--- src/rtl/button_detector_multi.sv ---
// button_detector_multi: multi-channel push-button conditioner.
// Each raw button line is synchronised, debounced on a shared sample tick and
// then fed to a per-channel hold FSM that generates long-press and
// auto-repeat pulses.
//
// Ports:
//   clk           system clock (only clock)
//   rst           synchronous, active-high reset
//   in_button     raw asynchronous button inputs, active-high
//   level         debounced button level
//   rising_edge   1-cycle pulse when level goes 0->1
//   falling_edge  1-cycle pulse when level goes 1->0
//   both_edge     rising_edge | falling_edge
//   long_press    1-cycle pulse when a press has lasted LONG_CNT ticks
//   repeat_pulse  1-cycle pulse every REPEAT_CNT ticks after long_press while held
module button_detector_multi #(
   parameter int unsigned NUM_BTN    = 4,
   parameter int unsigned TICK_DIV   = 100_000,
   parameter int unsigned STABLE_CNT = 8,
   parameter int unsigned LONG_CNT   = 1000,
   parameter int unsigned REPEAT_CNT = 200
) (
   input  logic               clk,
   input  logic               rst,
   input  logic [NUM_BTN-1:0] in_button,
   output logic [NUM_BTN-1:0] level,
   output logic [NUM_BTN-1:0] rising_edge,
   output logic [NUM_BTN-1:0] falling_edge,
   output logic [NUM_BTN-1:0] both_edge,
   output logic [NUM_BTN-1:0] long_press,
   output logic [NUM_BTN-1:0] repeat_pulse
);

   localparam int unsigned TW      = $clog2(TICK_DIV + 1);
   localparam int unsigned SW      = $clog2(STABLE_CNT + 1);
   localparam int unsigned HoldMax = (LONG_CNT > REPEAT_CNT) ? LONG_CNT : REPEAT_CNT;
   localparam int unsigned HW      = $clog2(HoldMax + 1);

   localparam logic [TW-1:0] TickLast   = TW'(TICK_DIV - 1);
   localparam logic [SW-1:0] StableLast = SW'(STABLE_CNT - 1);
   localparam logic [HW-1:0] LongVal    = HW'(LONG_CNT);
   localparam logic [HW-1:0] RepeatVal  = HW'(REPEAT_CNT);

   typedef enum logic [1:0] {StIdle, StHeld, StRepeat} hold_st_e;

   logic [TW-1:0]      tick_cnt_q, tick_cnt_d;
   logic               tick;
   logic [NUM_BTN-1:0] sync1_q, sync2_q;
   logic [NUM_BTN-1:0] level_q, level_d;
   logic [NUM_BTN-1:0] rise_q, rise_d;
   logic [NUM_BTN-1:0] fall_q, fall_d;
   logic [NUM_BTN-1:0] long_q, long_d;
   logic [NUM_BTN-1:0] rep_q, rep_d;
   logic [SW-1:0]      stable_q [NUM_BTN];
   logic [SW-1:0]      stable_d [NUM_BTN];
   logic [HW-1:0]      hold_q   [NUM_BTN];
   logic [HW-1:0]      hold_d   [NUM_BTN];
   hold_st_e           st_q     [NUM_BTN];
   hold_st_e           st_d     [NUM_BTN];

   always_comb begin
      tick       = (tick_cnt_q == TickLast);
      tick_cnt_d = tick ? '0 : tick_cnt_q + TW'(1);

      for (int i = 0; i < int'(NUM_BTN); i++) begin
         level_d[i]  = level_q[i];
         stable_d[i] = stable_q[i];
         hold_d[i]   = hold_q[i];
         st_d[i]     = st_q[i];
         long_d[i]   = 1'b0;
         rep_d[i]    = 1'b0;

         // Any matching sample restarts the stability count.
         if (tick) begin
            if (sync2_q[i] == level_q[i]) begin
               stable_d[i] = '0;
            end else if (stable_q[i] == StableLast) begin
               level_d[i]  = ~level_q[i];
               stable_d[i] = '0;
            end else begin
               stable_d[i] = stable_q[i] + SW'(1);
            end
         end

         rise_d[i] = level_d[i] & ~level_q[i];
         fall_d[i] = ~level_d[i] & level_q[i];

         // A release wins over any pulse due on the same tick.
         if (fall_d[i]) begin
            st_d[i]   = StIdle;
            hold_d[i] = '0;
         end else begin
            unique case (st_q[i])
               StIdle: begin
                  hold_d[i] = '0;
                  if (rise_d[i]) st_d[i] = StHeld;
               end
               StHeld: begin
                  if (tick) begin
                     if ((hold_q[i] + HW'(1)) == LongVal) begin
                        long_d[i] = 1'b1;
                        hold_d[i] = '0;
                        st_d[i]   = StRepeat;
                     end else begin
                        hold_d[i] = hold_q[i] + HW'(1);
                     end
                  end
               end
               StRepeat: begin
                  if (tick) begin
                     if ((hold_q[i] + HW'(1)) == RepeatVal) begin
                        rep_d[i]  = 1'b1;
                        hold_d[i] = '0;
                     end else begin
                        hold_d[i] = hold_q[i] + HW'(1);
                     end
                  end
               end
               default: begin
                  st_d[i]   = StIdle;
                  hold_d[i] = '0;
               end
            endcase
         end
      end
   end

   always_ff @(posedge clk) begin
      if (rst) begin
         tick_cnt_q <= '0;
         sync1_q    <= '0;
         sync2_q    <= '0;
         level_q    <= '0;
         rise_q     <= '0;
         fall_q     <= '0;
         long_q     <= '0;
         rep_q      <= '0;
         for (int i = 0; i < int'(NUM_BTN); i++) begin
            stable_q[i] <= '0;
            hold_q[i]   <= '0;
            st_q[i]     <= StIdle;
         end
      end else begin
         tick_cnt_q <= tick_cnt_d;
         sync1_q    <= in_button;
         sync2_q    <= sync1_q;
         level_q    <= level_d;
         rise_q     <= rise_d;
         fall_q     <= fall_d;
         long_q     <= long_d;
         rep_q      <= rep_d;
         for (int i = 0; i < int'(NUM_BTN); i++) begin
            stable_q[i] <= stable_d[i];
            hold_q[i]   <= hold_d[i];
            st_q[i]     <= st_d[i];
         end
      end
   end

   assign level        = level_q;
   assign rising_edge  = rise_q;
   assign falling_edge = fall_q;
   assign both_edge    = rise_q | fall_q;
   assign long_press   = long_q;
   assign repeat_pulse = rep_q;

endmodule

--- config.mk ---
export PLATFORM = sky130hd
export DESIGN_NAME = button_detector_multi
export DESIGN_NICKNAME = d
export VERILOG_FILES = /design/src/rtl/button_detector_multi.sv
export SDC_FILE = /design/constraint.sdc
export NUM_CORES = 1
export LEC_CHECK = 0
export ABC_CLOCK_PERIOD_IN_PS = 2100
export CAP_MARGIN = 20
export CORE_MARGIN = 1
export CORE_UTILIZATION = 35
export CTS_CLUSTER_SIZE = 8
export DETAILED_ROUTE_END_ITERATION = 8
export PLACE_DENSITY = 0.53
export SYNTH_ARGS = -nofsm -noshare
export SYNTH_HDL_FRONTEND = slang
export SYNTH_SLANG_ARGS = --single-unit
--- constraint.sdc ---
create_clock -name clk -period 2.1 [get_ports clk]
set_input_delay 0.42 -clock clk [delete_from_list [all_inputs] [get_ports clk]]
set_output_delay 0.42 -clock clk [all_outputs]
set_load 0.05 [all_outputs]
==> metrics.txt <==
outcome=finished with violations; failing checks=negative setup slack; CP delay by family, top=simple AND/OR/NAND/NOR gates; syn_area_per_cell=8.14 um2; post-DR wirelength/cell=15.4 um; DR vias/cell=5.43; critical path buffer and inverter count=0; reg-to-reg startpoint=hold_q[0][1]; Max stage delay on crit path=540 ps; area post-placement=0.00729 mm2; r2r endpoint=st_q[0][0]; kind of critical path=reg -> reg; IO buf count=29; CTS tree=built; setup ws final=-153 ps; CTS sink count=109; Hold Crit Start=sync1_q[0]; Iteration-0 DRC Markers=364; Cell Chain, Critical Path=ha_4, nand2_1, or4_4, a221oi_4, nand2_2, a211oi_4, mux2i_1, nor2_1; Die Ht=131 um; CP Launch Type=flip-flop; initial core utilization=36.4%; Antenna Cells=0; maximum capacitance violations=0; unrepaired setup endpoints after global routing=yes; setup TNS=-511 ps; Final Cell Area=0.00833 mm2; sequential area share after synthesis=37.2%; Synth Area in Simple Gates=32.4%; final wirelength=16900 um; CP required=2360 ps; Post-Synthesis Cells=721; total grt overflow=0; syn nets=748; Final Critical Period=2250 ps; fin crit share=107%; Post-synth EDFFs=0; top_reg_cell synth=dfxtp_1; Peak supply drop=0.354 mV; Int Pwr=2940 uW; part of the power in registers=54.0%; Worst-Skew Late Latency=360 ps; Ports=30; clock root buffer=clkbuf_16; # DRC=0; first-pass GRT wire length=26600 um; Comb power frac=2.6%; initial antenna violation count=0; Antenna Nets Post-Route=0; clock power share=43.4%; switching power of the nets=903 uW; #FFs+latches synth=109; mux contribution to synthesized area=1.60%; hold path cells=1; DIE WIDTH=131 um; detailed placer's ending HPWL=11500 um; min-delay worst type=reg -> reg; largest net degree at the start of global routing=33; vias in the first global route=5656; final hold violations=0; fin cells=1101; post-synthesis cell type count=65; H-tree Lvls=3; Die ar.=0.0173 mm2; worst r2r path cells=8; fill count=1528; Compound-Gate Fraction of Synth Area=17.2%; Arr. time, crit path=2510 ps; gpl congestion=0.868; sw frac=23.5%; synth warn=0; Max Slew Vio Count=0; Hold Path End=sync2_q[0]; Least-Margin Pin Slew=576 ps; drt pass-1 iters=5; Total GRT Usage=18.6%; DR vias=5978; post-synthesis xor/xnor area fraction=4.03%; maximum fanout along the worst path=5; clk slew on worst S/H paths=80 ps; total core area=0.0161 mm2; power per standard cell area=462 mW/mm2; final setup fails=11; number of cells in the design after placement=1057; ys async rst share=0%; Adder-Cell Fraction of Synth Area=4.48%; largest family of logic cells by synthesized area=simple AND/OR/NAND/NOR gates; layout cell share with drive strength beyond 1=32.0%; NumNets Final=907; static leakage=0.00311 uW; Post-Syn Area=0.00587 mm2; Setup Skew=9.77 ps; Crit-path slowest cell=or4_4; CP Capture Type=flip-flop; # rows=46; Max Freq=444 MHz; CTS buffer count=9; max_slew headroom=61.4%; r2r setup slk=-150 ps; Area Growth Syn to Fin=41.9%; Clock Tree Buf Depth=2
==> metal layers <==
metal  track usage [%]  share of wire (%)  up-vias
met5                 0                  0        -
li1                  -                  -     2931
met3              4.28                4.4       20
met2              31.8                 50      150
met4              4.78               0.89        0
met1              23.4                 45     2877
==> metrics by stage <==
stage / utilization (%) / setup slack (ps) / total power [uW] / hold slack [ps]
floorplan: - / -7.97 / 2170 / 414
global placement: 45.2 / -75.6 / 2220 / 429
detailed placement: 45.2 / -203 / 2220 / 429
CTS: 48.2 / -101 / 3900 / 448
global route: 51.7 / -230 / 3980 / 462
finish: 51.7 / -153 / 3850 / 442
==> timing repair <==
action	4_1_cts	5_1_grt
pin swaps	8	55
setup endpoints to repair	43	56
hold buffers	0	0
setup buffers	3	23
gates cloned	1	1
gates resized for setup	42	93
==> state kept, by name (all words and copies together) (netlist names) <==
| name | count |
|---|---|
| sync2_q | 4 |
| hold_q | 40 |
| repeat_pulse | 4 |
| rising_edge | 4 |
| level | 4 |
| st_q | 8 |
| tick_cnt_q | 17 |
| falling_edge | 4 |
| sync1_q | 4 |
| stable_q | 16 |
| long_press | 4 |
==> area by class of cell <==
class                           instances  area, um2  area share, %
Sequential cell                       109       2230           26.7
Timing Repair Buffer                  171       1450           17.4
Inverter                               21       78.8          0.947
Clock buffer                           10        229           2.75
Clock inverter                          6       51.3          0.616
Multi-Input combinational cell        568       4030           48.3
Tap cell                              216        270           3.25
==> synthesized netlist by cell type, drive strengths merged (3+ instances only) <==
library cell  count  area share (%)
nand2            81             5.2
nand3            46             4.1
o2111ai           8             1.3
mux2i             6             1.0
a31oi            13             1.4
a21o              5            0.64
inv              20             1.3
nor3             10            0.85
o21a              7            0.90
or2               8            0.85
nor2b            16             1.7
xor2             15             2.2
o21ai            35             3.0
or3              12             1.3
and4              9             1.3
nor2             80             5.1
a211oi            3            0.60
and3             15             1.6
ha               21             4.5
buf               7            0.58
nor4b             4            0.70
dfxtp           109              37
and3b             3            0.45
mux2              3            0.58
or4               7            0.96
a21oi            45             3.8
and2              7            0.75
o211ai           11             1.4
a211o             3            0.45
o211a             3            0.51
nor4              9            0.96
nand4b            3            0.45
clkbuf           17             1.1
nand4            20             2.2
xnor2            12             1.8
nand3b           21             2.7
o31ai             3            0.38
a22o              4            0.60
==> worst max-delay path by stage <==
stage | cells after the start | slack, ps | to | from
after floorplan | 8 | -8 | st_q[3][1] | hold_q[3][0]
after detailed placement | 7 | -200 | hold_q[1][6] | rst
after global routing | 7 | -230 | st_q[0][0] | hold_q[0][5]
final | 8 | -150 | st_q[0][0] | hold_q[0][1]
after CTS | 8 | -100 | st_q[0][0] | hold_q[0][1]
after global placement | 8 | -80 | hold_q[1][6] | hold_q[1][1]
==> power by group through the flow <==
stage	clock network, uW	registers (uW)	logic (uW)
4_1_cts	1730	2080	93.4
6_report	1670	2080	100
2_1_floorplan	0	2130	42.9
5_1_grt	1800	2080	111
3_5_place_dp	0	2130	92.0
3_3_place_gp	0	2130	90.6
==> cells in the final DEF, fill, tap and decap left out, types with 16 or more instances in the layout <==
cell type        synthesis  final
clkdlybuf4s50_1          0     23
inv_1                   20     19
nand3_1                 45     39
nand3b_1                21     21
buf_4                    0    132
nand2_1                 80     76
nand4_1                 19     19
ha_1                    21     16
o21ai_0                 30     19
nor2_1                  80     70
a21oi_1                 45     32
dfxtp_1                109     89
nor2b_1                 16     16
==> worst register-to-register path: stages, from the launching register on <==
cell and delay, ps:
dfxtp_4 390, ha_4 150, nand2_1 80, or4_4 540
a221oi_4 320, nand2_2 120, a211oi_4 270, mux2i_1 240
nor2_1 60
==> logic make-up after synthesis <==
kind of cell | Yosys count
xor+xnor | 27
mux | 9
fa+ha+maj | 21
simple gates | 358
compound gates | 152
buf+inv | 45
flops | 109
No activity file was read; power rests on OpenSTA's default activity.
